<file path="src/rtl/wings_pkg.sv">
// Shared types and constants for the wing-outline pipeline.
package wings_pkg;

    localparam int unsigned WIDTH       = 640;
    localparam int unsigned HEIGHT      = 480;
    localparam int unsigned BRAM_ADDR_W = 19;
    localparam int unsigned PIX_W       = 12;
    localparam int unsigned WD_W        = 23;
    localparam int unsigned FRAME_CNT_W = 16;

    localparam logic [2:0] EDGE_CAND   = 3'b011;
    localparam logic [2:0] EDGE_TRACED = 3'b111;
    localparam logic [2:0] EDGE_KEEP   = 3'b001;

    typedef enum logic [2:0] {
        IDLE    = 3'd0,
        ARM     = 3'd1,
        RUN     = 3'd2,
        EVAL    = 3'd3,
        REPORT  = 3'd4,
        RELEASE = 3'd5
    } seq_state_t;

    // One result record handed to the geometry consumer per frame.
    typedef struct packed {
        logic [PIX_W-1:0] pixels;
        logic             ok;
        logic             timeout;
    } result_t;

endpackage

</file>
<file path="src/rtl/trace_sequencer_cycle_timer.sv">
// Clearable enable counter with a terminal-count flag; serves as the trace watchdog.
module cycle_timer
    import wings_pkg::*;
#(
    parameter int unsigned CNT_W = WD_W,
    parameter int unsigned LIMIT = 4_000_000
) (
    input  logic clk,
    input  logic rst_n,
    input  logic clr,
    input  logic en,
    output logic tc_c
);

    logic [CNT_W-1:0] count;

    always_ff @(posedge clk or negedge rst_n) begin
        if (!rst_n) begin
            count <= '0;
        end else if (clr) begin
            count <= '0;
        end else if (en) begin
            count <= count + CNT_W'(1);
        end
    end

    assign tc_c = (count == CNT_W'(LIMIT - 1));

endmodule

</file>
<file path="src/rtl/trace_sequencer.sv">
// Frame-level controller: grants the edge BRAM to the tracer, runs it under a
// watchdog and emits exactly one result record per frame.
module trace_sequencer
    import wings_pkg::*;
#(
    parameter int unsigned MIN_PIXELS     = 100,
    parameter int unsigned TIMEOUT_CYCLES = 4_000_000,
    parameter int unsigned MAX_FAILS      = 4,
    parameter int unsigned ARM_CYCLES     = 2
) (
    input  logic                   clk,
    input  logic                   rst_n,
    input  logic                   frame_ready,
    output logic                   frame_ack,
    output logic                   bram_owner,
    output logic                   trace_start,
    input  logic                   trace_done,
    input  logic [PIX_W-1:0]       trace_num_pixels,
    output logic                   result_valid,
    input  logic                   result_ready,
    output logic [PIX_W-1:0]       result_pixels,
    output logic                   result_ok,
    output logic                   result_timeout,
    output logic                   busy,
    output logic                   stuck,
    output logic [FRAME_CNT_W-1:0] frame_count
);

    localparam int unsigned ARM_W  = (ARM_CYCLES > 1) ? $clog2(ARM_CYCLES) : 1;
    localparam int unsigned FAIL_W = $clog2(MAX_FAILS + 1);

    seq_state_t             state, state_next;
    logic [ARM_W-1:0]       arm_cnt, arm_cnt_d;
    logic [FAIL_W-1:0]      fail_cnt, fail_cnt_d;
    logic                   rearm, rearm_d;
    result_t                res_q, res_d;
    logic                   frame_ack_d, bram_owner_d, trace_start_d;
    logic                   result_valid_d, stuck_d, busy_d;
    logic [FRAME_CNT_W-1:0] frame_count_d;
    logic                   wd_clr_c, wd_tc_c;

    cycle_timer #(
        .CNT_W (WD_W),
        .LIMIT (TIMEOUT_CYCLES)
    ) u_watchdog (
        .clk   (clk),
        .rst_n (rst_n),
        .clr   (wd_clr_c),
        .en    (state == RUN),
        .tc_c  (wd_tc_c)
    );

    // State and every output are registered from their next values here.
    always_ff @(posedge clk or negedge rst_n) begin
        if (!rst_n) begin
            state        <= IDLE;
            arm_cnt      <= '0;
            fail_cnt     <= '0;
            rearm        <= 1'b1;
            res_q        <= '0;
            frame_ack    <= 1'b0;
            bram_owner   <= 1'b0;
            trace_start  <= 1'b0;
            result_valid <= 1'b0;
            stuck        <= 1'b0;
            busy         <= 1'b0;
            frame_count  <= '0;
        end else begin
            state        <= state_next;
            arm_cnt      <= arm_cnt_d;
            fail_cnt     <= fail_cnt_d;
            rearm        <= rearm_d;
            res_q        <= res_d;
            frame_ack    <= frame_ack_d;
            bram_owner   <= bram_owner_d;
            trace_start  <= trace_start_d;
            result_valid <= result_valid_d;
            stuck        <= stuck_d;
            busy         <= busy_d;
            frame_count  <= frame_count_d;
        end
    end

    always_comb begin
        state_next     = state;
        arm_cnt_d      = arm_cnt;
        fail_cnt_d     = fail_cnt;
        rearm_d        = rearm | ~frame_ready;
        res_d          = res_q;
        frame_ack_d    = 1'b0;
        bram_owner_d   = bram_owner;
        trace_start_d  = trace_start;
        result_valid_d = result_valid;
        stuck_d        = stuck;
        frame_count_d  = frame_count;
        wd_clr_c       = 1'b0;

        case (state)
            IDLE: begin
                bram_owner_d  = 1'b0;
                trace_start_d = 1'b0;
                // A frame held high across the ack must be seen low before it starts again.
                if (frame_ready && rearm) begin
                    state_next   = ARM;
                    bram_owner_d = 1'b1;
                    rearm_d      = 1'b0;
                    arm_cnt_d    = '0;
                end
            end
            ARM: begin
                trace_start_d = 1'b0;
                if (arm_cnt == ARM_W'(ARM_CYCLES - 1)) begin
                    state_next    = RUN;
                    trace_start_d = 1'b1;
                    wd_clr_c      = 1'b1;
                end else begin
                    arm_cnt_d = arm_cnt + ARM_W'(1);
                end
            end
            RUN: begin
                if (trace_done) begin
                    res_d.pixels  = trace_num_pixels;
                    res_d.timeout = 1'b0;
                    trace_start_d = 1'b0;
                    state_next    = EVAL;
                end else if (wd_tc_c) begin
                    res_d.pixels  = '0;
                    res_d.timeout = 1'b1;
                    trace_start_d = 1'b0;
                    state_next    = EVAL;
                end
            end
            EVAL: begin
                res_d.ok = ~res_q.timeout && (res_q.pixels >= PIX_W'(MIN_PIXELS));
                if (res_d.ok) begin
                    fail_cnt_d = '0;
                    stuck_d    = 1'b0;
                end else begin
                    if (fail_cnt != FAIL_W'(MAX_FAILS)) begin
                        fail_cnt_d = fail_cnt + FAIL_W'(1);
                    end
                    if (fail_cnt_d == FAIL_W'(MAX_FAILS)) begin
                        stuck_d = 1'b1;
                    end
                end
                frame_count_d  = frame_count + FRAME_CNT_W'(1);
                result_valid_d = 1'b1;
                state_next     = REPORT;
            end
            REPORT: begin
                if (result_valid && result_ready) begin
                    result_valid_d = 1'b0;
                    res_d.timeout  = 1'b0;
                    frame_ack_d    = 1'b1;
                    bram_owner_d   = 1'b0;
                    state_next     = RELEASE;
                end
            end
            RELEASE: begin
                state_next = IDLE;
            end
            default: begin
                state_next = IDLE;
            end
        endcase

        busy_d = (state_next != IDLE);
    end

    assign result_pixels  = res_q.pixels;
    assign result_ok      = res_q.ok;
    assign result_timeout = res_q.timeout;

endmodule

</file>
<file path="config.mk">
export PLATFORM = sky130hd
export DESIGN_NAME = trace_sequencer
export DESIGN_NICKNAME = d
export VERILOG_FILES = /design/src/rtl/wings_pkg.sv /design/src/rtl/trace_sequencer_cycle_timer.sv /design/src/rtl/trace_sequencer.sv
export SDC_FILE = /design/constraint.sdc
export NUM_CORES = 1
export LEC_CHECK = 0
export CAP_MARGIN = 20
export CORE_MARGIN = 4
export CORE_UTILIZATION = 27
export CTS_CLUSTER_DIAMETER = 30
export DETAILED_ROUTE_END_ITERATION = 8
export PLACE_DENSITY = 0.54
export SKIP_LAST_GASP = 1
export SLEW_MARGIN = 5
export SYNTH_ARGS = -nofsm -noshare
export SYNTH_HDL_FRONTEND = slang
export SYNTH_SLANG_ARGS = --single-unit
</file>
<file path="constraint.sdc">
create_clock -name clk -period 2.02 [get_ports clk]
set_clock_uncertainty 0.2 [all_clocks]
set_input_delay 0.404 -clock clk [delete_from_list [all_inputs] [get_ports clk]]
set_output_delay 0.404 -clock clk [all_outputs]
set_load 0.02 [all_outputs]
</file>
* Yosys cells after proc, flatten, opt, wreduce, memory -nomap -nowiden
Cells that the tools add are included.
** Cells by class
- Reduce and logical (&&, ||, !) cells :: 20
- Mux-type cells :: 35
- Add/subtract/negate cells :: 4
- Eq/ne operators :: 10
- $lt $le $gt $ge :: 1
- Bitwise operators :: 3
** Operator list (number)
- $mux 23 :: 2
- $mux 3 :: 9
- $mux 12 :: 2
- $add 23x1->23 const B :: 1
- $eq 23x22->1 const B :: 1
- $add 16x1->16 const B :: 1
- $mux 1 :: 16
- $pmux 3 s5 :: 1
- $reduce_bool 2->1 :: 7
- $ge 12x7->1 const B :: 1
- $reduce_and 2->1 :: 6
- $pmux 1 s2 :: 4
- $eq 3x2->1 const B :: 2
- $eq 3x3->1 const B :: 2
- $ne 3x3->1 const B :: 2
- $reduce_bool 3->1 :: 2
- $ne 2x2->1 const B :: 2
- $add 3x1->3 const B :: 1
- $eq 3x1->1 const B :: 1
- $logic_and 1x1->1 :: 3
- $logic_not 3->1 :: 1
- $pmux 1 s3 :: 1
- $reduce_and 3->1 :: 1
- $not 1->1 :: 2
- other kinds (2) :: 2
** Storage, ports and cells
- Register bits after elaboration :: 67
- Bits of input ports :: 17
- Word-level logic and storage cells :: 88

* Depth between registers and ports, before layout
- Depth after elaboration :: 7
- Gate-level depth with buffers :: 6
- Mapped depth without buffers :: 6

* Hierarchy
From an unflattened synthesis, not the netlist that was laid out.
** Unflattened totals
- Cell total of the unflattened synthesis :: 298
- Area total of the unflattened synthesis :: 3173.0 um^2
** Modules (own cells, without submodules)
- trace_sequencer :: times used 1, cells each 168, area each 1946.9 um^2
- cycle_timer :: times used 1, cells each 130, area each 1226.2 um^2

* Worst setup path after synthesis
Ideal clock, no wire load.
- Path type :: register -> register
- Start point :: register state[0]
- End point :: register res_q (netlist bit result_pixels[10])
- Data arrival time :: 1.888 ns
- Path slack :: -0.194 ns
- Buffers on the path :: 2
- Stages on the path, launching flop included :: 7
- Setup time :: 0.126 ns
- Cells stage by stage :: dfrtp_1 -> or3b_1 -> buf_2 -> or3_4 -> nor4_4 -> buf_6 -> o21ai_0
** On the way
- Cells in the longest elaborated chain, start to end :: 2
** Ends and longest elaborated chain
- start: declaration :: RTL line trace_sequencer.sv:32 : seq_state_t state, state_next;
- start signal: assignment :: RTL line trace_sequencer.sv:69 : state <= state_next;
- $eq 3x2->1 :: RTL line trace_sequencer.sv:98 : case (state)
- $reduce_and 2->1 (no source line)
- end signal: assignment :: RTL line trace_sequencer.sv:73 : res_q <= res_d;
- end: declaration :: RTL line trace_sequencer.sv:36 : result_t res_q, res_d;
Every way passes these cells.
A chain may end at the register's enable or synchronous reset.

* Worst setup path after layout
- Start point :: register u_watchdog.count[0]
- End point :: register busy
** On the way
- Cells in the longest elaborated chain, start to end :: 5
** Ends and longest elaborated chain
- start: declaration :: RTL line trace_sequencer_cycle_timer.sv:15 : logic [CNT_W-1:0] count;
- start signal: assignment :: RTL line trace_sequencer_cycle_timer.sv:23 : count <= count + CNT_W'(1);
- $eq 23x22->1 :: RTL line trace_sequencer_cycle_timer.sv:27 : assign tc_c = (count == CNT_W'(LIMIT - 1));
- $mux 3 :: RTL line trace_sequencer.sv:126 : end else if (wd_tc_c) begin
- $mux 3 :: RTL line trace_sequencer.sv:121 : if (trace_done) begin
- $pmux 3 s5 :: RTL line trace_sequencer.sv:98
- $reduce_bool 3->1 :: RTL line trace_sequencer.sv:167 : busy_d = (state_next != IDLE);
- named net busy_d :: RTL line trace_sequencer.sv:38 : logic result_valid_d, stuck_d, busy_d;
- end signal: assignment :: RTL line trace_sequencer.sv:79 : busy <= busy_d;
- end: declaration :: RTL line trace_sequencer.sv:24 : output logic busy,
The timed path passes the listed nets, and every way through them passes these cells.

==> metrics.txt <==
r2r worst-path depth 6; measured slew at the worst slew-check pin 456.2 ps; ranking of synthesized cells by area dfrtp_1, nand2_1, xnor2_1, o21ai_0, nor2_1; Worst setup SP type flip-flop; die width 116.8 um; die height around 120 um; Post-Syn Area roughly 0.0032 sq mm; FF-to-FF End busy; clk slew on worst S/H paths ~60 ps; Avg WL per Cell approximately 14 um; All-Layer GR Usage between 10% and 20%; FF+latch count, synth between 60 and 70; Reg2Reg Setup Slack -1 ps; clock sinks 67; fin util roughly two fifths; reg2reg start u_watchdog.count[0]; CTS Buf Count 9; drt first pass iters 6; CP max-delay cell or4b_2; WP buf/inv 1; Detailed Route Iter0 Violations ~130; HP Start rearm; Clock Tree Buf Depth 2; GR Overflow Total 0; Crit Path Class reg -> reg; failing checks negative setup slack; DP HPWL roughly 5.5 mm; sequential-to-total area share from yosys stat approximately 53%; routed vias/inst ~4.8; outcome complete, but fails checks; Hold/Removal Path Class reg -> reg; final worst slack -1.212 ps; Synth Instances about 330; io pins between 50 and 60; Cell Pwr Density 1208 mW/mm^2; routed wire length a little under 8 mm; DR vias about 2700; Worst Hold End rearm; CP Capture Type flip-flop; Synth Net Count 348; root buffer cell clkbuf_16; f_max just under 0.5 GHz; family with the most delay on the worst path simple AND/OR/NAND/NOR gates; drt drc 0; GP Congestion 0.8244; Setup TNS -1.212 ps; area delta synth->final 41.43%; Synth top cells by count dfrtp_1, nand2_1, nor2_1; CP required about 2000 ps; Period minus WS final ~2000 ps; post-synth cell types 48; Max rail drop VDD between 0.0005 and 0.0006 V; Final setup viols 1; Leak 2.033 nW; crit path DAT approximately 2000 ps; Pwr Total 0.005460 W; period utilisation layout 100.1%; Port Buffer Count between 50 and 60; Crit path largest cell delay roughly 620 ps; RSZ-0062 raised after global routing true; largest net degree at the start of global routing 57; initial antenna violation count 0; ANT cells 0; Fillers approximately 1200; Hold Vio Cnt, Final 0; total of max-cap violations 0; Core ar. around 0.012 sq mm; most common cell in the synthesized netlist dfrtp_1; vias in the first global route 2672; Synth top area share about 52%; Yosys warnings 0; EDFF count, synth 0; dpl cell area 0.004098 sq mm; Avg Cell Area, Syn ~10 sq um; num rows 39; remaining antenna violation count 0; CTS tree yes; later-pin clock latency in the skew report approximately 320 ps; hold path cells 2; critical path, cell by cell ha_2 -> nand2_1 -> or3_4 -> nor4_4 -> buf_12 -> or4b_2; Layout Nets between 400 and 500; maximum fanout along the worst path 16; Final Max Tran Viols 0; DIE AREA about 0.014 sq mm; layout cells sized above 1 roughly 17%; CTS H-tree lvls 3; ys flop type dfrtp_1; global-route wire length before repair 13.30 mm; worst relative slew slack 69.30%; non-filler cells in the finished layout ~560; placed cells 541; initial core utilization roughly 28%; area leader, netlist dfrtp_1; ys async rst share 100.0%; Final Cell Area between 0.004 and 0.005 sq mm
-- power by group --
part / switching (W) / internal (W)
registers: 0.000243 / 0.00165
clock network: 0.000582 / 0.00115
logic: 0.000962 / 0.000869
total: 0.00179 / 0.00367
-- flip-flops by register name (all words and copies together), names as in the netlist, 3 cells and up --
signal and flops:
fail_cnt 3, frame_count 16, result_pixels 12, state 3, u_watchdog.count 23
-- layout by cell type (no fill, tap or decap), types with 3 or more instances in the layout --
cell type	netlist	layout
buf_4	1	29
clkdlybuf4s50_1	0	43
o21a_1	3	3
nand4_1	10	10
xnor2_1	18	18
or2_2	3	3
inv_1	8	8
and2_1	3	3
o31ai_1	3	3
nor3_2	0	3
a21oi_2	0	4
nand3_1	9	9
dlymetal6s2s_1	0	6
or3_1	8	8
nor3_1	11	8
xor2_1	8	8
o21ai_0	19	10
nor4_1	9	8
nand2_1	59	59
clkbuf_16	0	9
o21ai_1	0	9
ha_1	4	3
nor2_1	21	21
a21oi_1	15	11
and3_1	3	3
dfrtp_1	66	66
mux2i_1	4	4
-- through the flow --
step | worst slack [ps] | hold slack, ps
3_3_place_gp | -151.1 | 95.39
6_report | -1.212 | 254.9
3_5_place_dp | -138.6 | 96.84
2_1_floorplan | -28.58 | -91.59
5_1_grt | -100.4 | 307.9
4_1_cts | -24.34 | 257.9
-- layout make-up --
type	instances	area (sq um)	area share, %
repair buffers	84	795.8	17.61
clock inverters	5	83.83	1.855
flip-flops and latches	67	1678	37.13
inverters	8	30.03	0.6645
well taps	143	178.9	3.959
clock buffers	11	252.7	5.592
multi-input cells	241	1500	33.19
-- per-layer routing --
| layer | vias to the layer above | track usage, % | wire length, um |
|---|---|---|---|
| met5 | - | 0 | 0 |
| met4 | 0 | 5.734 | 140 |
| met3 | 14 | 3.085 | 363 |
| met2 | 68 | 18.28 | 3579 |
| met1 | 1284 | 17.06 | 3677 |
| li1 | 1321 | - | - |
-- logic make-up (layout without fill, tap and decap cells) --
logic type                 Yosys count  count (layout)  share of synthesized area [%]
DFF                                 67              67                          52.51
xor gates and xnor gates            26              26                          7.126
buffers and inverters               19             108                          2.702
and+or+nand+nor                    159             159                          26.08
adders and majority gates            4               4                          1.566
AOI/OAI and AO/OA                   48              48                          8.771
muxes                                4               4                          1.253
-- timing repair --
action / CTS / global route
endpoints found under the hold margin: 11 / 0
pin swaps: 1 / 4
hold buffers: 1 / 0
setup endpoints to repair: 22 / 35
setup buffers: 0 / 1
gates resized for setup: 6 / 15
-- worst max path at each step --
stage,cells after the start,from,end
after floorplan,6,state[0],result_pixels[10]
after global placement,5,frame_ready,busy
after detailed placement,5,frame_ready,busy
after CTS,5,state[2],trace_start
after global routing,5,state[2],u_watchdog.count[15]
final,6,u_watchdog.count[0],busy
-- worst min-delay path, cell delays in order, from the launching register on --
cell and delay [ps]:
dfstp_2 360, nand2_1 40, nand2_1 40
Power figures use the tool's default switching activity.
